<file path="config.mk">
export PLATFORM = sky130hd
export DESIGN_NAME = mem_scheduler
export DESIGN_NICKNAME = d
export VERILOG_FILES = /design/src/rtl/mem_scheduler.sv
export SDC_FILE = /design/constraint.sdc
export NUM_CORES = 1
export LEC_CHECK = 0
export ABC_CLOCK_PERIOD_IN_PS = 12200
export CORE_MARGIN = 2
export CORE_UTILIZATION = 48
export CTS_CLUSTER_SIZE = 24
export DETAILED_ROUTE_END_ITERATION = 12
export GPL_TIMING_DRIVEN = 0
export HOLD_SLACK_MARGIN = 0.06
export PLACE_DENSITY = 0.92
export SLEW_MARGIN = 20
export SYNTH_ARGS = -nofsm -noshare
export SYNTH_HDL_FRONTEND = slang
export SYNTH_SLANG_ARGS = --single-unit
</file>
<file path="constraint.sdc">
create_clock -name clk -period 12.2 [get_ports clk]
set_input_delay 3.66 -clock clk [delete_from_list [all_inputs] [get_ports clk]]
set_output_delay 3.66 -clock clk [all_outputs]
set_load 0.005 [all_outputs]
</file>
<file path="src/rtl/mem_scheduler.sv">
// Shared-memory scheduler: fetch, data and optional DMA request ports arbitrated onto one memory bus.
// Define MEM_SCHED_DMA_EN to compile in the third, lowest-priority DMA port.
module mem_scheduler #(
    parameter int STARVE_LIMIT = 4
) (
    input  logic        clk,
    input  logic        rst,
    input  logic        imem_mem_valid,
    input  logic        imem_mem_instr,
    input  logic [31:0] imem_mem_addr,
    input  logic [31:0] imem_mem_wdata,
    input  logic [3:0]  imem_mem_wstrb,
    output logic [31:0] imem_mem_rdata,
    output logic        imem_mem_ready,
    input  logic        dmem_mem_valid,
    input  logic        dmem_mem_instr,
    input  logic [31:0] dmem_mem_addr,
    input  logic [31:0] dmem_mem_wdata,
    input  logic [3:0]  dmem_mem_wstrb,
    output logic [31:0] dmem_mem_rdata,
    output logic        dmem_mem_ready,
`ifdef MEM_SCHED_DMA_EN
    input  logic        dma_mem_valid,
    input  logic        dma_mem_instr,
    input  logic [31:0] dma_mem_addr,
    input  logic [31:0] dma_mem_wdata,
    input  logic [3:0]  dma_mem_wstrb,
    output logic [31:0] dma_mem_rdata,
    output logic        dma_mem_ready,
`endif
    output logic        memory_valid,
    output logic        memory_instr,
    output logic [31:0] memory_addr,
    output logic [31:0] memory_wdata,
    output logic [3:0]  memory_wstrb,
    input  logic [31:0] memory_rdata,
    input  logic        memory_ready,
    output logic        sched_err
);

    typedef struct packed {
        logic        instr;
        logic [31:0] addr;
        logic [31:0] wdata;
        logic [3:0]  wstrb;
    } req_t;

    typedef enum logic [1:0] {IDLE, GRANT_IMEM, GRANT_DMEM, GRANT_DMA} state_t;

    localparam logic [3:0] LIMIT = 4'(STARVE_LIMIT);

    state_t     state;
    req_t       bus;
    req_t       slot_i, slot_d, slot_a;
    req_t       req_i, req_d, req_a;
    req_t       next_i, next_d, next_a;
    logic       pend_i, pend_d, pend_a;
    logic       valid_a;
    logic [3:0] starve_cnt;
    logic       done_i, done_d, done_a;
    logic       cap_i, cap_d, cap_a;
    logic       want_i, want_d, want_a;
    logic       sel_i, sel_d, sel_a;
    logic       decide, drop;

    assign req_i = {imem_mem_instr, imem_mem_addr, imem_mem_wdata, imem_mem_wstrb};
    assign req_d = {dmem_mem_instr, dmem_mem_addr, dmem_mem_wdata, dmem_mem_wstrb};

`ifdef MEM_SCHED_DMA_EN
    assign valid_a       = dma_mem_valid;
    assign req_a         = {dma_mem_instr, dma_mem_addr, dma_mem_wdata, dma_mem_wstrb};
    assign dma_mem_ready = done_a;
    assign dma_mem_rdata = done_a ? memory_rdata : '0;
`else
    assign valid_a = 1'b0;
    assign req_a   = '0;
`endif

    // A port completes in the cycle the bus acknowledges its grant; that slot may be refilled then.
    assign done_i = (state == GRANT_IMEM) && memory_ready;
    assign done_d = (state == GRANT_DMEM) && memory_ready;
    assign done_a = (state == GRANT_DMA)  && memory_ready;

    assign cap_i = imem_mem_valid && (!pend_i || done_i);
    assign cap_d = dmem_mem_valid && (!pend_d || done_d);
    assign cap_a = valid_a        && (!pend_a || done_a);

    assign drop = (imem_mem_valid && pend_i && !done_i) ||
                  (dmem_mem_valid && pend_d && !done_d) ||
                  (valid_a        && pend_a && !done_a);

    // Pending view after this edge: surviving requests plus same-cycle captures.
    assign want_i = cap_i || (pend_i && !done_i);
    assign want_d = cap_d || (pend_d && !done_d);
    assign want_a = cap_a || (pend_a && !done_a);

    assign next_i = cap_i ? req_i : slot_i;
    assign next_d = cap_d ? req_d : slot_d;
    assign next_a = cap_a ? req_a : slot_a;

    assign decide = (state == IDLE) || memory_ready;
    assign sel_i  = want_i && (!want_d || (starve_cnt == LIMIT));
    assign sel_d  = want_d && !sel_i;
    assign sel_a  = want_a && !want_i && !want_d;

    assign imem_mem_ready = done_i;
    assign imem_mem_rdata = done_i ? memory_rdata : '0;
    assign dmem_mem_ready = done_d;
    assign dmem_mem_rdata = done_d ? memory_rdata : '0;

    assign memory_instr = bus.instr;
    assign memory_addr  = bus.addr;
    assign memory_wdata = bus.wdata;
    assign memory_wstrb = bus.wstrb;

    always_ff @(posedge clk or posedge rst) begin
        if (rst) begin
            state        <= IDLE;
            bus          <= '0;
            memory_valid <= 1'b0;
            pend_i       <= 1'b0;
            pend_d       <= 1'b0;
            pend_a       <= 1'b0;
            // NOTE: the request slots are reset as well; they are only a few flops and keep X off the bus.
            slot_i       <= '0;
            slot_d       <= '0;
            slot_a       <= '0;
            starve_cnt   <= '0;
            sched_err    <= 1'b0;
        end else begin
            pend_i <= want_i;
            pend_d <= want_d;
            pend_a <= want_a;
            slot_i <= next_i;
            slot_d <= next_d;
            slot_a <= next_a;
            if (drop) sched_err <= 1'b1;
            if (decide) begin
                memory_valid <= sel_i || sel_d || sel_a;
                if (sel_i) begin
                    state      <= GRANT_IMEM;
                    bus        <= next_i;
                    starve_cnt <= '0;
                end else if (sel_d) begin
                    state      <= GRANT_DMEM;
                    bus        <= next_d;
                    starve_cnt <= want_i ? starve_cnt + 4'd1 : 4'd0;
                end else if (sel_a) begin
                    state      <= GRANT_DMA;
                    bus        <= next_a;
                    starve_cnt <= '0;
                end else begin
                    state      <= IDLE;
                    starve_cnt <= '0;
                end
            end
        end
    end

endmodule

</file>
Word-level counts from Yosys, hierarchy flattened:

Cells that the tools add are included.

* reductions and logical operators: 36
* add/subtract/negate cells: 1
* multiplexer cells: 13
* eq/ne operators: 4

Operators with widths (number)
* $mux W69: 5
* $mux W32: 2
* $logic_and A1 B1 Y1: 16
* $mux W4: 3
* $logic_or A1 B1 Y1: 9
* $logic_not A1 Y1: 8
* $mux W2: 3
* $add A4 B1 Y4 const B: 1
* $eq A2 B2 Y1 const B: 2
* $eq A4 B3 Y1 const B: 1
* $reduce_bool A3 Y1: 1
* $eq A2 B1 Y1 const B: 1
* $logic_not A2 Y1: 1
* $reduce_and A2 Y1: 1

* output and inout bits: 137
* bits of input ports: 175
* word-level logic and storage cells: 73
* register bits: 218

Depth between registers and ports, before layout:

* depth in word-level cells: 12
* mapped depth: 10
* mapped depth without buffers: 7

Worst setup path after synthesis:

No wires, ideal clock.

* path type: input to output
* start point: input port memory_ready
* end point: output port dmem_mem_rdata[22]
* stages on the path: 4
* data arrival time: 4.277 ns
* data required time: 8.540 ns
* slack: 4.263 ns
* path through: nand3b_1 -> inv_1 -> clkbuf_1 -> and2_1

* cells in the longest elaborated chain, start to end: 2

RTL lines
* start, declared: line 37 `input logic memory_ready,`
* $logic_and A1 B1 Y1: line 81 `assign done_d = (state == GRANT_DMEM) && memory_ready;`
* via dmem_mem_ready: line 21 `output logic dmem_mem_ready,`
* $mux W32: line 109 `assign dmem_mem_rdata = done_d ? memory_rdata : '0;`
* end, declared: line 20 `output logic [31:0] dmem_mem_rdata,`

The timed path passes the listed nets, and every way through them passes these cells.

Worst setup path in the final report:

* start point: input port memory_ready
* end point: output port imem_mem_rdata[12]

* cells in the longest elaborated chain, start to end: 2

RTL lines
* $logic_and A1 B1 Y1: line 80 `assign done_i = (state == GRANT_IMEM) && memory_ready;`
* $mux W32: line 107 `assign imem_mem_rdata = done_i ? memory_rdata : '0;`
* end, declared: line 13 `output logic [31:0] imem_mem_rdata,`

Every way passes these cells.

==> impl_metrics.toml <==
[outcome]
outcome = "finished clean"

[clock_tree]
htreeDepth = 1
clock_sinks = 218
clk-insertion-delay-late_ns = 0.52
postCtsHoldBufs = 0
cts.clk_slew.worst_paths_ns = 0.06
post_cts.repair.setup_buffers = 0
numCtsBuffers = 23
cts_tree = "yes"
cts_root_buffer = "clkbuf_16"
cts_resized = 0
cts_buffer_depth = 3

[finish]
layout_commonest_cell = "clkdlybuf4s50_1"
final_cell_mix = "311 x clkdlybuf4s50_1, 218 x dfrtp_1, 140 x a22o_1"
fillers = 1603
layout-drive-gt1-share_pct = 17.32
syn2layout_area_growth_pct = 40.43
fin_nets = 1421
fin_util_pct = 68.06
instances_no_fill = 1549

[place]
dpl.hpwl_mm = 23.84
routabilityCongestion = 0.8379
place_inst = 1499
port_buffers = 311

[critical_path]
critical_path.max_fanout = 10
worstSetupStartpoint = "memory_ready"
cp_cell_sequence = "clkdlybuf4s50_1 -> nand3b_1 -> inv_1 -> clkbuf_1 -> and2_1 -> clkdlybuf4s50_1"
crit_path_top_delay_cell = "clkdlybuf4s50_1"
worstPathRequired_ns = 8.54
max_stage_delay_ns = 0.57
reg2reg_from = "state[1]$_DFFE_PP0P_"
critPathLaunchType = "input port"
crit_path_end_kind = "primary output"
crit_path_frequent_cell = "clkdlybuf4s50_1"
path_class = "input port to primary output"
cp.arrival_ns = 5.72

[synth]
synth_nets = 1083
synth-xor-area-share_pct = 0
syn_area_mm2 = 0.01048
yosys.area_share.simple_pct = 7.619
synth.area.mux_share_pct = 14.94
syn_inst = 906
yosys-top-cells-area = "dfrtp_1 52%, mux2_2 15%, a22o_1 12%"
avgSynthCellArea_um2 = 11.56
yosys_warnings = 0
synth_top_area_share_pct = 52.07
synth-seq-cells = 218
ys_seq_area_share_pct = 52.07
synth_top_family_by_area = "compound AO/OA/AOI/OAI gates"
synth_flop_cell = "dfrtp_1"
synth_edf_count = 0
synth_cell_types = 30
ys_async_sr_fraction_pct = 100.0
synth_compound_area_share_pct = 21.05
yosys.area_share.adder_pct = 0.2388
synth_largest_area_cell = "dfrtp_1"

[pwr]
power.density_mw_per_mm2 = 239.9
power_leakage_nw = 6.126
internal-power_w = 0.002348
pwr-share-clk_pct = 18.5
finalPower_w = 0.003530
seqPwrFrac_pct = 36.4
p_sw_share_pct = 33.49
irDropWorstVdd_v = 0.0001281
power.switching_w = 0.001182
share_comb_of_total_power_pct = 45.1

[sta]
finalCritPeriodShare_pct = 76.89
worst-slew-pin-transition_ns = 0.6583
rsz0062_at_grt = "false"
slew_headroom_pct = 56.11
finalSetupViolCount = 0
fmax_ghz = 0.1066
hold_violations = 0
finClkSkew_ns = 0.02194
drv_slew = 0
fin_crit_ns = 9.380

[route]
wl_per_cell_um = 21.59
drc = 0
vias = 9143
vias_per_cell = 5.903
drt-initial-drc-count = 441
final_antenna_net_count = 0
dr.pass1.iters = 5
routed_wl_mm = 33.45

[floorplanning]
die_y_um = 151.7
dieArea_mm2 = 0.02303
num_rows = 54
die_w_um = 151.7
start_util_pct = 48.46
core_region_area_mm2 = 0.02162
ioPinCount = 312

[min_path]
hold_class = "register to register"
min-delay-start = "memory_addr[24]$_DFFE_PP0P_"

[grt]
grt_first_pass_wirelength_mm = 50.66
overflow = 0
grt_pass1_vias = 9309
track_usage_pct = 28.51
antenna_found_initial = 8
grt_max_degree = 78

[run]
maxCapViolCount = 0
-- cell type report --
| cell class | instances | area (um2) | area share, % |
|---|---|---|---|
| plain buffers | 83 | 394.1 | 2.679 |
| diodes | 10 | 25.02 | 0.1701 |
| flip-flops and latches | 218 | 5455 | 37.07 |
| clock inverters | 2 | 13.76 | 0.09354 |
| well taps | 280 | 350.3 | 2.381 |
| repair buffers | 313 | 3168 | 21.53 |
| multi-input cells | 596 | 4594 | 31.22 |
| inverters | 9 | 41.29 | 0.2806 |
| clock buffers | 38 | 671.9 | 4.566 |
-- worst paths after layout --
kind	end	slack [ns]	depth (start not counted)
worst min-delay path	memory_addr[24]$_DFFE_PP0P_	0.48	2
min in group asynchronous	memory_addr[12]$_DFFE_PP0P_	3.61	2
max in group asynchronous	memory_wdata[2]$_DFFE_PP0P_	7.81	3
worst min register to register	memory_addr[24]$_DFFE_PP0P_	0.48	2
worst max-delay path	imem_mem_rdata[12]	2.82	6
worst max register to register	memory_addr[13]$_DFFE_PP0P_	9.59	7
-- power groups by stage --
stage               registers [W]  clock network, W  logic [W]
floorplan                 0.00124                 0   0.000965
global placement          0.00126                 0    0.00151
detailed placement        0.00128                 0    0.00157
CTS                       0.00128          0.000662    0.00159
global route              0.00132          0.000692    0.00172
finish                    0.00128          0.000653    0.00159
-- critical path: cells and delay by family --
kind,cells,cell delay (ns)
buffers and inverters,4,1.61
and+or+nand+nor,2,0.44
-- logic make-up after synthesis --
kind of cell / after synthesis
adder cells (fa/ha/maj): 2
AND/OR/NAND/NOR: 162
flip-flops: 218
buffers and inverters: 92
AO/OA/AOI/OAI: 293
multiplexers: 139
-- layer usage --
| layer | up-vias | GRT usage [%] | wire length, um |
|---|---|---|---|
| li1 | 4032 | - | - |
| met2 | 460 | 48.15 | 16560 |
| met4 | 0 | 18.29 | 1990 |
| met1 | 4528 | 33.89 | 12670 |
| met5 | - | 0 | 0 |
| met3 | 123 | 4.551 | 2217 |
-- sequential cells by signal (all words and copies together), names as in the netlist, 2 cells and up --
| signal | cells |
|---|---|
| slot_i | 69 |
| memory_addr | 32 |
| state | 2 |
| starve_cnt | 4 |
| slot_d | 69 |
| memory_wdata | 32 |
| memory_wstrb | 4 |
-- Yosys cell counts, drive strengths merged (3+ instances only) --
library cell  number
mux2             139
nand3              4
a22oi             69
nor3               3
a22o             140
clkbuf            42
nor2               3
and2              66
o21ai             76
dfrtp            218
buf               41
inv                9
nand2             81
-- metrics by stage --
stage                     hold WS (ns)  setup WS (ns)  cell area (um2)  TNS, ns
after floorplan                 0.4699          2.576            10480        0
after global placement          0.4605        -0.1382            13940   -26.66
after detailed placement        0.4675          2.807            14000        0
after CTS                       0.4827          2.806            14690        0
after global routing            0.4990          2.665            14710        0
final                           0.4778          2.820            14710        0
No activity file was read; power rests on OpenSTA's default activity.
